### config.mk
export PLATFORM = sky130hd
export DESIGN_NAME = control_signal_encoder
export DESIGN_NICKNAME = d
export VERILOG_FILES = /design/src/rtl/control_signal_encoder_pkg.sv /design/src/rtl/control_signal_encoder_hold_timer.sv /design/src/rtl/control_signal_encoder.sv
export SDC_FILE = /design/constraint.sdc
export NUM_CORES = 1
export LEC_CHECK = 0
export ABC_AREA = 1
export CAP_MARGIN = 15
export CORE_AREA = 2 2 39 41
export DETAILED_ROUTE_END_ITERATION = 6
export DIE_AREA = 0 0 41 43
export GPL_ROUTABILITY_DRIVEN = 0
export SLEW_MARGIN = 10
export SYNTH_ARGS = -nofsm -noshare
export SYNTH_HDL_FRONTEND = slang
export SYNTH_SLANG_ARGS = --single-unit
### constraint.sdc
create_clock -name clk -period 2.3 [get_ports clk]
set_input_delay 0.69 -clock clk [delete_from_list [all_inputs] [get_ports clk]]
set_output_delay 0.69 -clock clk [all_outputs]
set_load 0.005 [all_outputs]
### src/rtl/control_signal_encoder_pkg.sv
`default_nettype none
// ============================================================================
//  Module      : ctrl_sig_pkg
//  Description : Shared definitions for the control_signal encoder and its
//                consumers: the three legal 4-bit control codes, the request
//                mode encoding and the encoder state type. decode_signal
//                tests import this package too, so codes live here only.
//  Revision    : 1.0 - initial release
// ============================================================================
package ctrl_sig_pkg;

    localparam logic [3:0] CODE_IDLE   = 4'b0010;
    localparam logic [3:0] CODE_ENABLE = 4'b0001;
    localparam logic [3:0] CODE_LOCK   = 4'b0011;

    typedef enum logic [1:0] {
        MODE_IDLE    = 2'b00,
        MODE_ENABLE  = 2'b01,
        MODE_LOCK    = 2'b10,
        MODE_ILLEGAL = 2'b11
    } req_mode_t;

    typedef enum logic [1:0] {
        ST_IDLE   = 2'd0,
        ST_ENABLE = 2'd1,
        ST_LOCK   = 2'd2
    } ctrl_state_t;

    // Every state maps to a legal code; the unused encoding falls back to
    // IDLE so the output word can never carry anything else.
    function automatic logic [3:0] state_code(input ctrl_state_t s);
        logic [3:0] code;
        case (s)
            ST_ENABLE: code = CODE_ENABLE;
            ST_LOCK:   code = CODE_LOCK;
            default:   code = CODE_IDLE;
        endcase
        return code;
    endfunction

endpackage
`default_nettype wire

### src/rtl/control_signal_encoder_hold_timer.sv
`default_nettype none
// ============================================================================
//  Module      : ctrl_hold_timer
//  Description : Hold-time countdown. A load pulse sets the counter to
//                HOLD_CYCLES; it then counts down to zero, one per cycle.
//                busy is high while the counter is non-zero.
//  Ports       : clk  - clock
//                rst  - asynchronous active-high reset (clears the counter)
//                load - start a new hold window
//                busy - hold window in progress
//  Revision    : 1.0 - initial release
// ============================================================================
module ctrl_hold_timer #(
    parameter int HOLD_CYCLES = 4,
    parameter int CNT_W       = (HOLD_CYCLES > 0) ? $clog2(HOLD_CYCLES + 1) : 1
) (
    input  logic clk,
    input  logic rst,
    input  logic load,
    output logic busy
);

    localparam logic [CNT_W-1:0] c_load_val = CNT_W'(HOLD_CYCLES);
    localparam logic [CNT_W-1:0] c_one      = CNT_W'(1);

    logic [CNT_W-1:0] r_cnt;

    // With HOLD_CYCLES=0 the load value is zero, so the counter is constant
    // zero and busy reduces to a tie-low.
    always_ff @(posedge clk or posedge rst) begin
        if (rst) begin
            r_cnt <= '0;
        end else if (load) begin
            r_cnt <= c_load_val;
        end else if (r_cnt != '0) begin
            r_cnt <= r_cnt - c_one;
        end
    end

    assign busy = (r_cnt != '0);

endmodule
`default_nettype wire

### src/rtl/control_signal_encoder.sv
`default_nettype none
// ============================================================================
//  Module      : control_signal_encoder
//  Description : Drives the 4-bit control_signal word for decode_signal.
//                Mode requests arrive over valid/ready; only legal codes are
//                ever output. LOCK is sticky until reset. After every state
//                change the request port is closed for HOLD_CYCLES cycles.
//  Ports       : clk            - clock
//                rst            - asynchronous active-high reset
//                req_valid      - mode request valid
//                req_ready      - request can be accepted this cycle
//                req_mode       - 00 IDLE, 01 ENABLE, 10 LOCK, 11 illegal
//                control_signal - registered legal code
//                locked         - control_signal is the LOCK code
//                err_illegal    - 1-cycle pulse, accepted mode 11
//                err_locked     - 1-cycle pulse, accepted attempt to leave LOCK
//  Revision    : 1.0 - initial release
// ============================================================================
module control_signal_encoder
    import ctrl_sig_pkg::*;
#(
    parameter int HOLD_CYCLES = 4,
    parameter int CNT_W       = (HOLD_CYCLES > 0) ? $clog2(HOLD_CYCLES + 1) : 1
) (
    input  logic       clk,
    input  logic       rst,
    input  logic       req_valid,
    output logic       req_ready,
    input  logic [1:0] req_mode,
    output logic [3:0] control_signal,
    output logic       locked,
    output logic       err_illegal,
    output logic       err_locked
);

    ctrl_state_t r_state;
    ctrl_state_t w_next_state;
    logic [3:0]  r_code;
    logic        r_err_illegal;
    logic        r_err_locked;
    logic        w_err_illegal;
    logic        w_err_locked;
    logic        w_accept;
    logic        w_busy;
    logic        w_load;

    assign req_ready = ~w_busy;
    assign w_accept  = req_valid & req_ready;

    // Only a real state change opens a hold window; no-op and error
    // requests leave the port open for back-to-back accepts.
    assign w_load = w_accept & (w_next_state != r_state);

    ctrl_hold_timer #(
        .HOLD_CYCLES (HOLD_CYCLES),
        .CNT_W       (CNT_W)
    ) u_hold_timer (
        .clk  (clk),
        .rst  (rst),
        .load (w_load),
        .busy (w_busy)
    );

    always_ff @(posedge clk or posedge rst) begin
        if (rst) begin
            r_state <= ST_IDLE;
        end else begin
            r_state <= w_next_state;
        end
    end

    always_comb begin
        w_next_state  = r_state;
        w_err_illegal = 1'b0;
        w_err_locked  = 1'b0;
        if (w_accept) begin
            case (r_state)
                ST_IDLE: begin
                    case (req_mode_t'(req_mode))
                        MODE_ENABLE:  w_next_state  = ST_ENABLE;
                        MODE_LOCK:    w_next_state  = ST_LOCK;
                        MODE_ILLEGAL: w_err_illegal = 1'b1;
                        default:      w_next_state  = ST_IDLE;
                    endcase
                end
                ST_ENABLE: begin
                    case (req_mode_t'(req_mode))
                        MODE_IDLE:    w_next_state  = ST_IDLE;
                        MODE_LOCK:    w_next_state  = ST_LOCK;
                        MODE_ILLEGAL: w_err_illegal = 1'b1;
                        default:      w_next_state  = ST_ENABLE;
                    endcase
                end
                ST_LOCK: begin
                    // Nothing but reset leaves LOCK; re-requesting LOCK is silent.
                    case (req_mode_t'(req_mode))
                        MODE_IDLE,
                        MODE_ENABLE:  w_err_locked  = 1'b1;
                        MODE_ILLEGAL: w_err_illegal = 1'b1;
                        default:      w_next_state  = ST_LOCK;
                    endcase
                end
                default: w_next_state = ST_IDLE;
            endcase
        end
    end

    // Code is registered from the next state so it is a plain flop output
    // and tracks r_state exactly.
    always_ff @(posedge clk or posedge rst) begin
        if (rst) begin
            r_code        <= CODE_IDLE;
            r_err_illegal <= 1'b0;
            r_err_locked  <= 1'b0;
        end else begin
            r_code        <= state_code(w_next_state);
            r_err_illegal <= w_err_illegal;
            r_err_locked  <= w_err_locked;
        end
    end

    assign control_signal = r_code;
    assign locked         = (r_code == CODE_LOCK);
    assign err_illegal    = r_err_illegal;
    assign err_locked     = r_err_locked;

endmodule
`default_nettype wire

Word level (Yosys, flattened, before mapping)
Index checks and enable logic that the tools add are counted.
- equality and inequality tests: 9
- reductions and logical operators: 7
- bitwise operators: 3
- multiply operators: 0
- mux-type cells: 14
- add/sub/neg operators: 1
- shifts and indexed selects: 0
- divide/modulo/power cells: 0
- $lt $le $gt $ge: 0
- operators with widths (operator ; count):
    $pmux 2 s3 ; 3
    $eq 2x2->1 const B ; 4
    $eq 2x1->1 const B ; 3
    $mux 1 ; 6
    $mux 3 ; 2
    $reduce_or 3->1 ; 2
    $eq 4x2->1 const B ; 1
    $logic_not 2->1 ; 2
    $mux 2 ; 2
    $pmux 2 s2 ; 1
    $reduce_bool 3->1 ; 1
    $sub 3x1->3 const B ; 1
    $and 1x1->1 ; 2
    $ne 2x2->1 ; 1
    $reduce_bool 2->1 ; 1
    $reduce_or 2->1 ; 1
    $not 1->1 ; 1
- input port bits: 5
- RAM bits: 0
- output and inout bits: 8
- memories: 0
- latch bits: 0
- memory bits (read-only): 0
- logic and storage cells: 39
- register bits: 11

Longest topological paths before layout
Gate-level depths: netlist of the first run.
- depth after elaboration: 8
- gate-level depth with buffers: 9
- mapped depth without buffers: 9

Cells and area by module
Synthesis of the first run repeated with hierarchy kept, for this count alone.
- cell total of the unflattened synthesis: 62
- area total of the unflattened synthesis: 490.5 um^2
- modules (own cells, without submodules) (module ; sequential area each (um^2) ; cells each ; area each (um^2) ; instances):
    control_signal_encoder ; 151.4 ; 39 ; 312.8 ; 1
    ctrl_hold_timer ; 75.1 ; 23 ; 177.7 ; 1

Least setup slack after synthesis of the first run
OpenSTA, ideal clock, no wires.
- path kind: flip-flop to output port
- start: register u_hold_timer.r_cnt[0]
- end: output port req_ready
- data required time: 1.610 ns
- path buffers: 0
- slack: 0.786 ns
- cell stages (with the launch flop): 5
- arrival: 0.824 ns
- path through: dfrtp_1 inv_1 ha_1 nand2_1 inv_1
- word-level cells in the longest chain between the ends: 2
- RTL lines (what ; RTL line ; source):
    start, declared ; control_signal_encoder_hold_timer.sv:26 ; logic [CNT_W-1:0] r_cnt;
    start signal, assigned ; control_signal_encoder_hold_timer.sv:34 ; r_cnt <= c_load_val;
    start signal, assigned ; control_signal_encoder_hold_timer.sv:36 ; r_cnt <= r_cnt - c_one;
    $reduce_bool 3->1 ; control_signal_encoder_hold_timer.sv:40 ; assign busy = (r_cnt != '0);
    $not 1->1 ; control_signal_encoder.sv:47 ; assign req_ready = ~w_busy;
    end, declared ; control_signal_encoder.sv:28 ; output logic req_ready,
No other way between the ends.

Final worst setup path of the first run
- start: register r_code[1] (netlist: control_signal[1])
- end: output port locked
- word-level cells in the longest chain between the ends: 1
- RTL lines (what ; RTL line ; source):
    start, declared ; control_signal_encoder.sv:38 ; logic [3:0] r_code;
    start signal, assigned ; control_signal_encoder.sv:116 ; r_code <= state_code(w_next_state);
    $eq 4x2->1 ; control_signal_encoder.sv:123 ; assign locked = (r_code == CODE_LOCK);
    end, declared ; control_signal_encoder.sv:31 ; output logic locked,
No other way between the ends.

==> flow_summary.ini, run 1 <==
[clock_tree]
cts_tree = done
clk_latency_ns = 0.27
clkSlewWorstSetupHoldPaths_ns = 0.06
clock_sinks = 9
ctsHtreeMaxLevel = 1
cts_made_buffers = 3
root_buffer = clkbuf_4
clockBufferDepth = 2

[timing]
min_period_ns = 2.04
fin_crit_sh = 0.888
setup_viol = 0
fin_ws_ns = 0.256
slew_viol_final = 0
clock_skew_ns = 0.00681
rsz0062_at_grt = false
hold_ws_ns = 0.499
tns_ns = 0
finalHoldViolCount = 0
max_freq_ghz = 0.489

[power]
internal_power_w = 0.000461
sw_frac_of_total = 0.371
ir_drop_mv = 0.416
cellLeakagePower_nw = 0.347
p_seq_frac = 0.346
power_density_mw_per_mm2 = 1130
p_clk_frac = 0.172
p_comb_frac = 0.482
p_sw_w = 0.000272

[floorplanning]
placeableCoreArea_mm2 = 0.00138
die_w_um = 41
die_area_mm2 = 0.00176
ios = 13
num_rows = 14
start_util = 0.362
die_h_um = 43

[synth]
synth.avg_cell_area_um2 = 8.48
ys_warn_count = 0
synth.ff_latch_count = 9
yosysSeqAreaShare = 0.452
ys_types = 21
netlist_area_um2 = 500
netlist_instances = 59

[drt]
num_vias = 391
drtPass1Iterations = 4
routed_wl_um = 852
antenna_left = 0
via_per_inst = 4.39
routedWlPerCell_um = 9.57
drcViolationCount = 0
drt_iter0_markers = 4

[layout]
final_cell_mix = 14 x inv_1, 9 x clkdlybuf4s50_1, 8 x dfrtp_1
layout_commonest_cell = inv_1
drive_above_1_share = 0.192
fin_area_um2 = 648
final_nets = 82
utilization = 0.468
area_growth_pct = 29.5
num_antenna_cells = 0

[setup_path]
cp-startpoint = control_signal[1]
path_class = reg -> out
slowest_delay_ns = 0.52
crit_path_end_kind = output port
cp_max_fo = 2
arrival_ns = 1.35
crit_buf_inv = 2
crit_family = buffers and inverters
crit_slowest_cell = dfstp_2
worstSetupStartpointType = flip-flop
reg2reg_from = u_hold_timer.r_cnt[0]
required_ns = 1.61
crit_chain = nand2_1, inv_1, clkdlybuf4s50_1

[global_route]
grt_pass1_wl_mm = 1.32
first_global_vias = 368
groute.usage.overall = 0.118
antenna_found_initial = 0
grt_overflow = 0
grt_max_degree = 10

[place]
io_buffers = 10
dp_slack_ns = 0.186
placed_area_um2 = 609
dp_hpwl_um = 686

[hold_path]
hold_start = u_hold_timer.r_cnt[0]
min_path_type = reg -> reg

[outcome]
status = complete, no violations

[flow_run]
maxCapViolations = 0
cell type report:
cell class / instances / area, µm²
well taps: 16 / 20.0
multi-input cells: 32 / 201
repair buffers: 11 / 110
clock buffers: 4 / 26.3
flip-flops and latches: 9 / 226
inverters: 17 / 63.8
fillers: 142 / 736
final timing paths:
| check | to | slack, ns | depth (start not counted) |
|---|---|---|---|
| setup / recovery | locked | 0.26 | 3 |
| hold / removal | u_hold_timer.r_cnt[0] | 0.50 | 2 |
| setup reg to reg | control_signal[0] | 0.66 | 9 |
| hold reg to reg | u_hold_timer.r_cnt[0] | 0.50 | 2 |
| max in group asynchronous | control_signal[1] | 1.32 | 2 |
| min in group asynchronous | r_state[0] | 0.68 | 2 |
power groups by stage:
stage	registers [W]	logic, W	clock network, W
finish	0.000254	0.000353	0.000126
global route	0.000261	0.000399	0.000138
CTS	0.000255	0.000364	0.000130
detailed placement	0.000258	0.000346	0
global placement	0.000256	0.000345	0
floorplan	0.000252	0.000235	0
registers in the layout, indices dropped and copies added (netlist names):
| name | cells |
|---|---|
| err_illegal | 1 |
| r_state | 2 |
| control_signal | 2 |
| err_locked | 1 |
| u_hold_timer.r_cnt | 3 |
cells by family (layout without fill, tap and decap cells):
family / count (synthesis) / in the layout / share of synthesized area
and+or+nand+nor: 23 / 23 / 0.248
buffers and inverters: 19 / 32 / 0.157
DFF: 9 / 9 / 0.453
adders and majority gates: 3 / 3 / 0.0750
AOI/OAI and AO/OA: 3 / 3 / 0.0425
other: 1 / 2 / 0.00749
xor gates and xnor gates: 1 / 1 / 0.0175
layer usage:
metal  global-route usage  vias to the layer above  part of all wire
met5                    0                        -                 0
met1                0.106                      181              0.40
met4               0.0800                        0             0.016
li1                     -                      201                 -
met3               0.0314                        2             0.035
met2                0.206                        7              0.55
cells in the mapped netlist:
master	number	area, µm²
nand3_4	1	17.5
or2_2	1	6.26
inv_1	15	56.3
dfrtp_1	8	200
ha_1	3	37.5
nor4_1	1	6.26
conb_1	1	3.75
dfstp_2	1	26.3
or2_1	1	6.26
a22oi_1	1	7.51
nand3_2	1	10.0
buf_4	2	15.0
xnor2_1	1	8.76
o21ai_0	1	5.00
nand2_2	1	6.26
inv_2	2	7.51
nand3_1	4	20.0
nor2_1	4	15.0
a21oi_2	1	8.76
nand2_1	7	26.3
nor3_1	2	10.0
metrics by stage:
| step | cells | power [W] |
|---|---|---|
| 2_1_floorplan | 60 | 0.000487 |
| 3_3_place_gp | 84 | 0.000601 |
| 3_5_place_dp | 84 | 0.000604 |
| 4_1_cts | 89 | 0.000749 |
| 5_1_grt | 89 | 0.000798 |
| 6_report | 89 | 0.000733 |
worst register-to-register path, stage by stage (launching register included):
cell and delay [ns]:
dfrtp_1 0.37, inv_1 0.09, ha_2 0.18, buf_4 0.11, nand3_4 0.08, nor2_1 0.14
inv_1 0.07, a22oi_1 0.20, ha_1 0.27, inv_1 0.05
timing repair:
item	CTS	global route
hold buffers	0	0
pin swaps	1	0
setup endpoints to repair	1	1
buffers inserted	1	0
cloned	0	0
gates resized for setup	2	1
Power figures use the tool's default switching activity.
==> run 2: changes to the inputs <==
--- a/config.mk
+++ b/config.mk
@@ -5,7 +5,6 @@
 export SDC_FILE = /design/constraint.sdc
 export NUM_CORES = 1
 export LEC_CHECK = 0
-export ABC_AREA = 1
 export CAP_MARGIN = 15
 export CORE_AREA = 2 2 39 41
 export DETAILED_ROUTE_END_ITERATION = 6
==> run 2 against run 1 <==
Net effect:
- die area unchanged
- final cell count decreased by 15%
- clock skew decreased by 0.0065 ns
- global-route usage decreased by 0.74 points
- final area decreased by 2.9%
- utilization decreased by 1.4 points
- sequential share of layout area increased by 1.0 points
==> flow_summary.ini, run 2 <==
[outcome]
status = complete, no violations

[power]
p_comb_frac = 0.453
p_seq_frac = 0.387
p_sw_w = 0.000246
power_density_mw_per_mm2 = 1160
cellLeakagePower_nw = 0.294
sw_frac_of_total = 0.336
p_clk_frac = 0.160
ir_drop_mv = 0.384
internal_power_w = 0.000485

[timing]
fin_crit_sh = 0.892
fin_ws_ns = 0.247
tns_ns = 0
slew_viol_final = 0
finalHoldViolCount = 0
clock_skew_ns = 0.000355
rsz0062_at_grt = false
setup_viol = 0
max_freq_ghz = 0.487
min_period_ns = 2.05

[place]
dp_slack_ns = 0.265
io_buffers = 10
dp_hpwl_um = 578
placed_area_um2 = 601

[setup_path]
cp.depth = 2
crit_family = flip-flops
ff2ff_setup_slack_ns = 0.58
crit_chain = and2_1, clkdlybuf4s50_1
cp-startpoint = control_signal[1]
crit_path_end_kind = output port
arrival_ns = 1.36
worstSetupStartpointType = flip-flop
reg2reg_from = u_hold_timer.r_cnt[0]
r2r_cells = 9
crit_buf_inv = 1
slowest_delay_ns = 0.52
required_ns = 1.61
cp_max_fo = 2
crit_slowest_cell = dfstp_2
path_class = reg -> out

[global_route]
grt_overflow = 0
antenna_found_initial = 0
grt_max_degree = 10
grt_pass1_wl_mm = 1.21
groute.usage.overall = 0.110
first_global_vias = 273

[floorplanning]
ios = 13
num_rows = 14
placeableCoreArea_mm2 = 0.00138
die_h_um = 43
start_util = 0.355
die_w_um = 41
die_area_mm2 = 0.00176

[synth]
netlist_top_cells_count = 8 x dfrtp_1, 6 x inv_1, 4 x nand2_1, 3 x buf_4, 3 x ha_1
synth_area_leaders = dfrtp_1 41%, ha_1 7.6%, dfstp_2 5.3%, buf_4 4.6%, inv_1 4.6%
synth_top_area_cell = dfrtp_1
netlist_instances = 47
synth_top_area_share = 0.407
yosysMostFrequentCell = dfrtp_1
ys_warn_count = 0
netlist_area_um2 = 492
synth_edf_count = 0
ys_types = 25
synth-main-ff-cell = dfrtp_1
ys_async_sr_fraction = 1.00
synth.avg_cell_area_um2 = 10.5
yosysSeqAreaShare = 0.461
synth.ff_latch_count = 9

[clock_tree]
clock_sinks = 9
hold_buffers = 0
ctsHtreeMaxLevel = 1
clockBufferDepth = 2
cts_setup_buffers = 0
cts_made_buffers = 3
cts_resized = 0
clk_latency_ns = 0.25
clkSlewWorstSetupHoldPaths_ns = 0.06
cts_tree = done
root_buffer = clkbuf_4

[layout]
final_cell_mix = 9 x clkdlybuf4s50_1, 8 x dfrtp_1, 6 x inv_1
layout_commonest_cell = clkdlybuf4s50_1
fin_area_um2 = 629
largest_register_ffs = 3
num_antenna_cells = 0
final_nets = 69
regMostFlops = u_hold_timer.r_cnt
area_growth_pct = 28.0
drive_above_1_share = 0.200

[drt]
drtPass1Iterations = 4
num_vias = 357
routedWlPerCell_um = 9.29
drt_iter0_markers = 9
via_per_inst = 4.70
drcViolationCount = 0
antenna_left = 0
routed_wl_um = 706

[hold_path]
hold_start = u_hold_timer.r_cnt[1]
hold_depth = 2
min_path_type = reg -> reg

[flow_run]
maxCapViolations = 0
==> run 2: worst paths after layout <==
check / endpoint
worst max register to register: control_signal[0]
max in group asynchronous: control_signal[1]
min in group asynchronous: r_state[0]
worst min-delay path: u_hold_timer.r_cnt[1]
worst max-delay path: locked
worst min register to register: u_hold_timer.r_cnt[1]
==> run 2: cell type report <==
class                           instances  area (µm²)
Fill cell                             149         754
Sequential cell                         9         226
Multi-Input combinational cell         30         224
Timing Repair Buffer                   11         110
Clock buffer                            4        26.3
Inverter                                6        22.5
Tap cell                               16        20.0
==> run 2: kinds of logic (layout without fill, tap and decap cells) <==
kind of cell / after synthesis / after routing / share of synthesized area
AOI/OAI and AO/OA: 8 / 8 / 0.114
adders and majority gates: 3 / 3 / 0.0763
buffers and inverters: 9 / 21 / 0.0916
DFF: 9 / 9 / 0.461
muxes: 1 / 1 / 0.0204
other: 1 / 2 / 0.00763
and+or+nand+nor: 16 / 16 / 0.229
==> run 2: power groups by stage <==
stage          sequential (W)  combinational (W)  clock [W]
2_1_floorplan        0.000277           0.000230          0
3_3_place_gp         0.000284           0.000336          0
3_5_place_dp         0.000284           0.000339          0
4_1_cts              0.000283           0.000339   0.000121
5_1_grt              0.000293           0.000384   0.000133
6_report             0.000283           0.000331   0.000117
==> run 2: per-stage QoR <==
stage          total power, W  hold WS, ns  std cells   util
2_1_floorplan        0.000507        0.496         48      -
3_3_place_gp         0.000620        0.514         72  0.434
3_5_place_dp         0.000624        0.517         72  0.434
4_1_cts              0.000743        0.525         76  0.453
5_1_grt              0.000810        0.542         76  0.455
6_report             0.000730        0.524         76  0.455
==> run 2: routing by layer <==
metal / global-route usage / share of wire
met3: 0.0314 / 0.064
met1: 0.146 / 0.46
met5: 0 / 0
met2: 0.128 / 0.42
met4: 0.120 / 0.048
==> run 2: worst register-to-register path, delay by kind of cell (launching register included) <==
family / cells / cell delay (ns)
buffers and inverters: 3 / 0.29
and+or+nand+nor: 3 / 0.39
AOI/OAI and AO/OA: 1 / 0.11
DFF: 1 / 0.39
adders and majority gates: 2 / 0.44
==> run 3: changes to the inputs <==
--- a/config.mk
+++ b/config.mk
@@ -10,7 +10,8 @@
 export DETAILED_ROUTE_END_ITERATION = 6
 export DIE_AREA = 0 0 41 43
 export GPL_ROUTABILITY_DRIVEN = 0
-export SLEW_MARGIN = 10
+export REMOVE_ABC_BUFFERS = 1
+export SLEW_MARGIN = 20
 export SYNTH_ARGS = -nofsm -noshare
 export SYNTH_HDL_FRONTEND = slang
 export SYNTH_SLANG_ARGS = --single-unit
==> run 3 against run 2 <==
Net effect:
- sequential power barely moved
- largest power group unchanged
- global-route usage is 0.36 points lower
- final cell count stayed put
- power increased by 0.93%
- count of clock-buffer cells in the layout unchanged
- highest routed layer unchanged
- final area is 0.40% higher
- critical path depth did not move
- clock skew up 0.0035 ns
- via count down 1.7%
- setup slack worse by 0.0036 ns
- clock power about the same
- die area did not move
==> flow_summary.ini, run 3 (synthesis gave the netlist of run 2 again) <==
[global_route]
grt_pass1_wl_mm = 1.19
antenna_found_initial = 0
use_met1 = 0.123
met3_usage = 0.0314
groute.usage.overall = 0.107
grt_overflow = 0
grt_max_degree = 10
globalRouteMet2Util = 0.147
gr-max-usage-layer = met2
first_global_vias = 303

[timing]
fin_crit_sh = 0.894
min_period_ns = 2.06
clock_skew_ns = 0.00382
max_freq_ghz = 0.486
slew_viol_final = 0
tns_ns = 0
setup_viol = 0
rsz0062_at_grt = false
finalHoldViolCount = 0

[floorplanning]
ios = 13
die_area_mm2 = 0.00176
placeableCoreArea_mm2 = 0.00138
die_w_um = 41
die_h_um = 43
start_util = 0.355
num_rows = 14

[clock_tree]
hold_buffers = 0
root_buffer = clkbuf_4
clock_sinks = 9
ctsHtreeMaxLevel = 1
clockBufferDepth = 2
cts_made_buffers = 3
cts_resized = 0
clk_latency_ns = 0.25
cts_tree = done
clkSlewWorstSetupHoldPaths_ns = 0.06
cts_setup_buffers = 0

[drt]
drt_iter0_markers = 0
routed_wl_um = 737
drtPass1Iterations = 1
via_per_inst = 4.62
num_vias = 351
drcViolationCount = 0
antenna_left = 0
routedWlPerCell_um = 9.70

[power]
cellLeakagePower_nw = 0.295
ir_drop_mv = 0.387
power_density_mw_per_mm2 = 1170

[layout]
final_cell_mix = 9 x clkdlybuf4s50_1, 8 x dfrtp_1, 6 x inv_1
area_growth_pct = 28.5
regMostFlops = u_hold_timer.r_cnt
largest_register_ffs = 3
final_nets = 69
utilization = 0.457
fin_area_um2 = 632
layout_commonest_cell = clkdlybuf4s50_1
num_antenna_cells = 0
drive_above_1_share = 0.217

[setup_path]
crit_slowest_cell = dfstp_2
cp_max_fo = 2
required_ns = 1.61
slowest_delay_ns = 0.52
crit_chain = and2_1, clkdlybuf4s50_1
arrival_ns = 1.37
crit_family = flip-flops
crit_path_end_kind = output port
crit_buf_inv = 1
worstSetupStartpointType = flip-flop
path_class = reg -> out

[flow_run]
maxCapViolations = 0

[place]
io_buffers = 10
placed_area_um2 = 601
dp_hpwl_um = 591

[hold_path]
min_path_type = reg -> reg

[outcome]
status = complete, no violations
==> run 3: area by class of cell <==
type	count	area, µm²
Clock buffer	4	26.3
Fill cell	137	752
Inverter	6	22.5
Multi-Input combinational cell	30	226
Sequential cell	9	226
Tap cell	16	20.0
Timing Repair Buffer	11	110
==> run 3: worst register-to-register path, delay by kind of cell (launching register included) <==
kind / cells / cell delay, ns
flops: 1 / 0.38
simple gates: 3 / 0.40
buf+inv: 3 / 0.26
compound gates: 1 / 0.11
fa+ha+maj: 2 / 0.44
==> run 3: per-layer routing <==
layer | up-vias | part of all wire
li1 | 181 | -
met1 | 156 | 0.47
met2 | 12 | 0.45
met3 | 2 | 0.056
met4 | 0 | 0.019
met5 | - | 0
==> run 3: final timing paths <==
kind / from / endpoint / slack, ns / depth (start not counted)
worst max-delay path: control_signal[1] / locked / 0.24 / 2
worst min-delay path: u_hold_timer.r_cnt[1] / u_hold_timer.r_cnt[1] / 0.52 / 2
worst max register to register: u_hold_timer.r_cnt[0] / control_signal[0] / 0.59 / 9
worst min register to register: u_hold_timer.r_cnt[1] / u_hold_timer.r_cnt[1] / 0.52 / 2
max in group asynchronous: rst / control_signal[1] / 1.30 / 2
min in group asynchronous: rst / err_illegal / 0.70 / 2
==> run 3: power breakdown <==
| group | total (W) | switching [W] | leakage, nW | internal, W |
|---|---|---|---|---|
| Combinational | 0.000335 | 0.000144 | 0.170 | 0.000192 |
| Sequential | 0.000285 | 0.0000559 | 0.110 | 0.000229 |
| Clock | 0.000117 | 0.0000507 | 0.0150 | 0.0000666 |
==> run 3: through the flow <==
step	setup WS, ns	total power, W	hold WS, ns	std cells
floorplan	0.526	0.000493	0.496	45
global route	0.164	0.000812	0.554	76
detailed placement	0.261	0.000625	0.517	72
finish	0.244	0.000737	0.522	76
global placement	0.259	0.000619	0.513	72
CTS	0.00873	0.000746	0.524	76
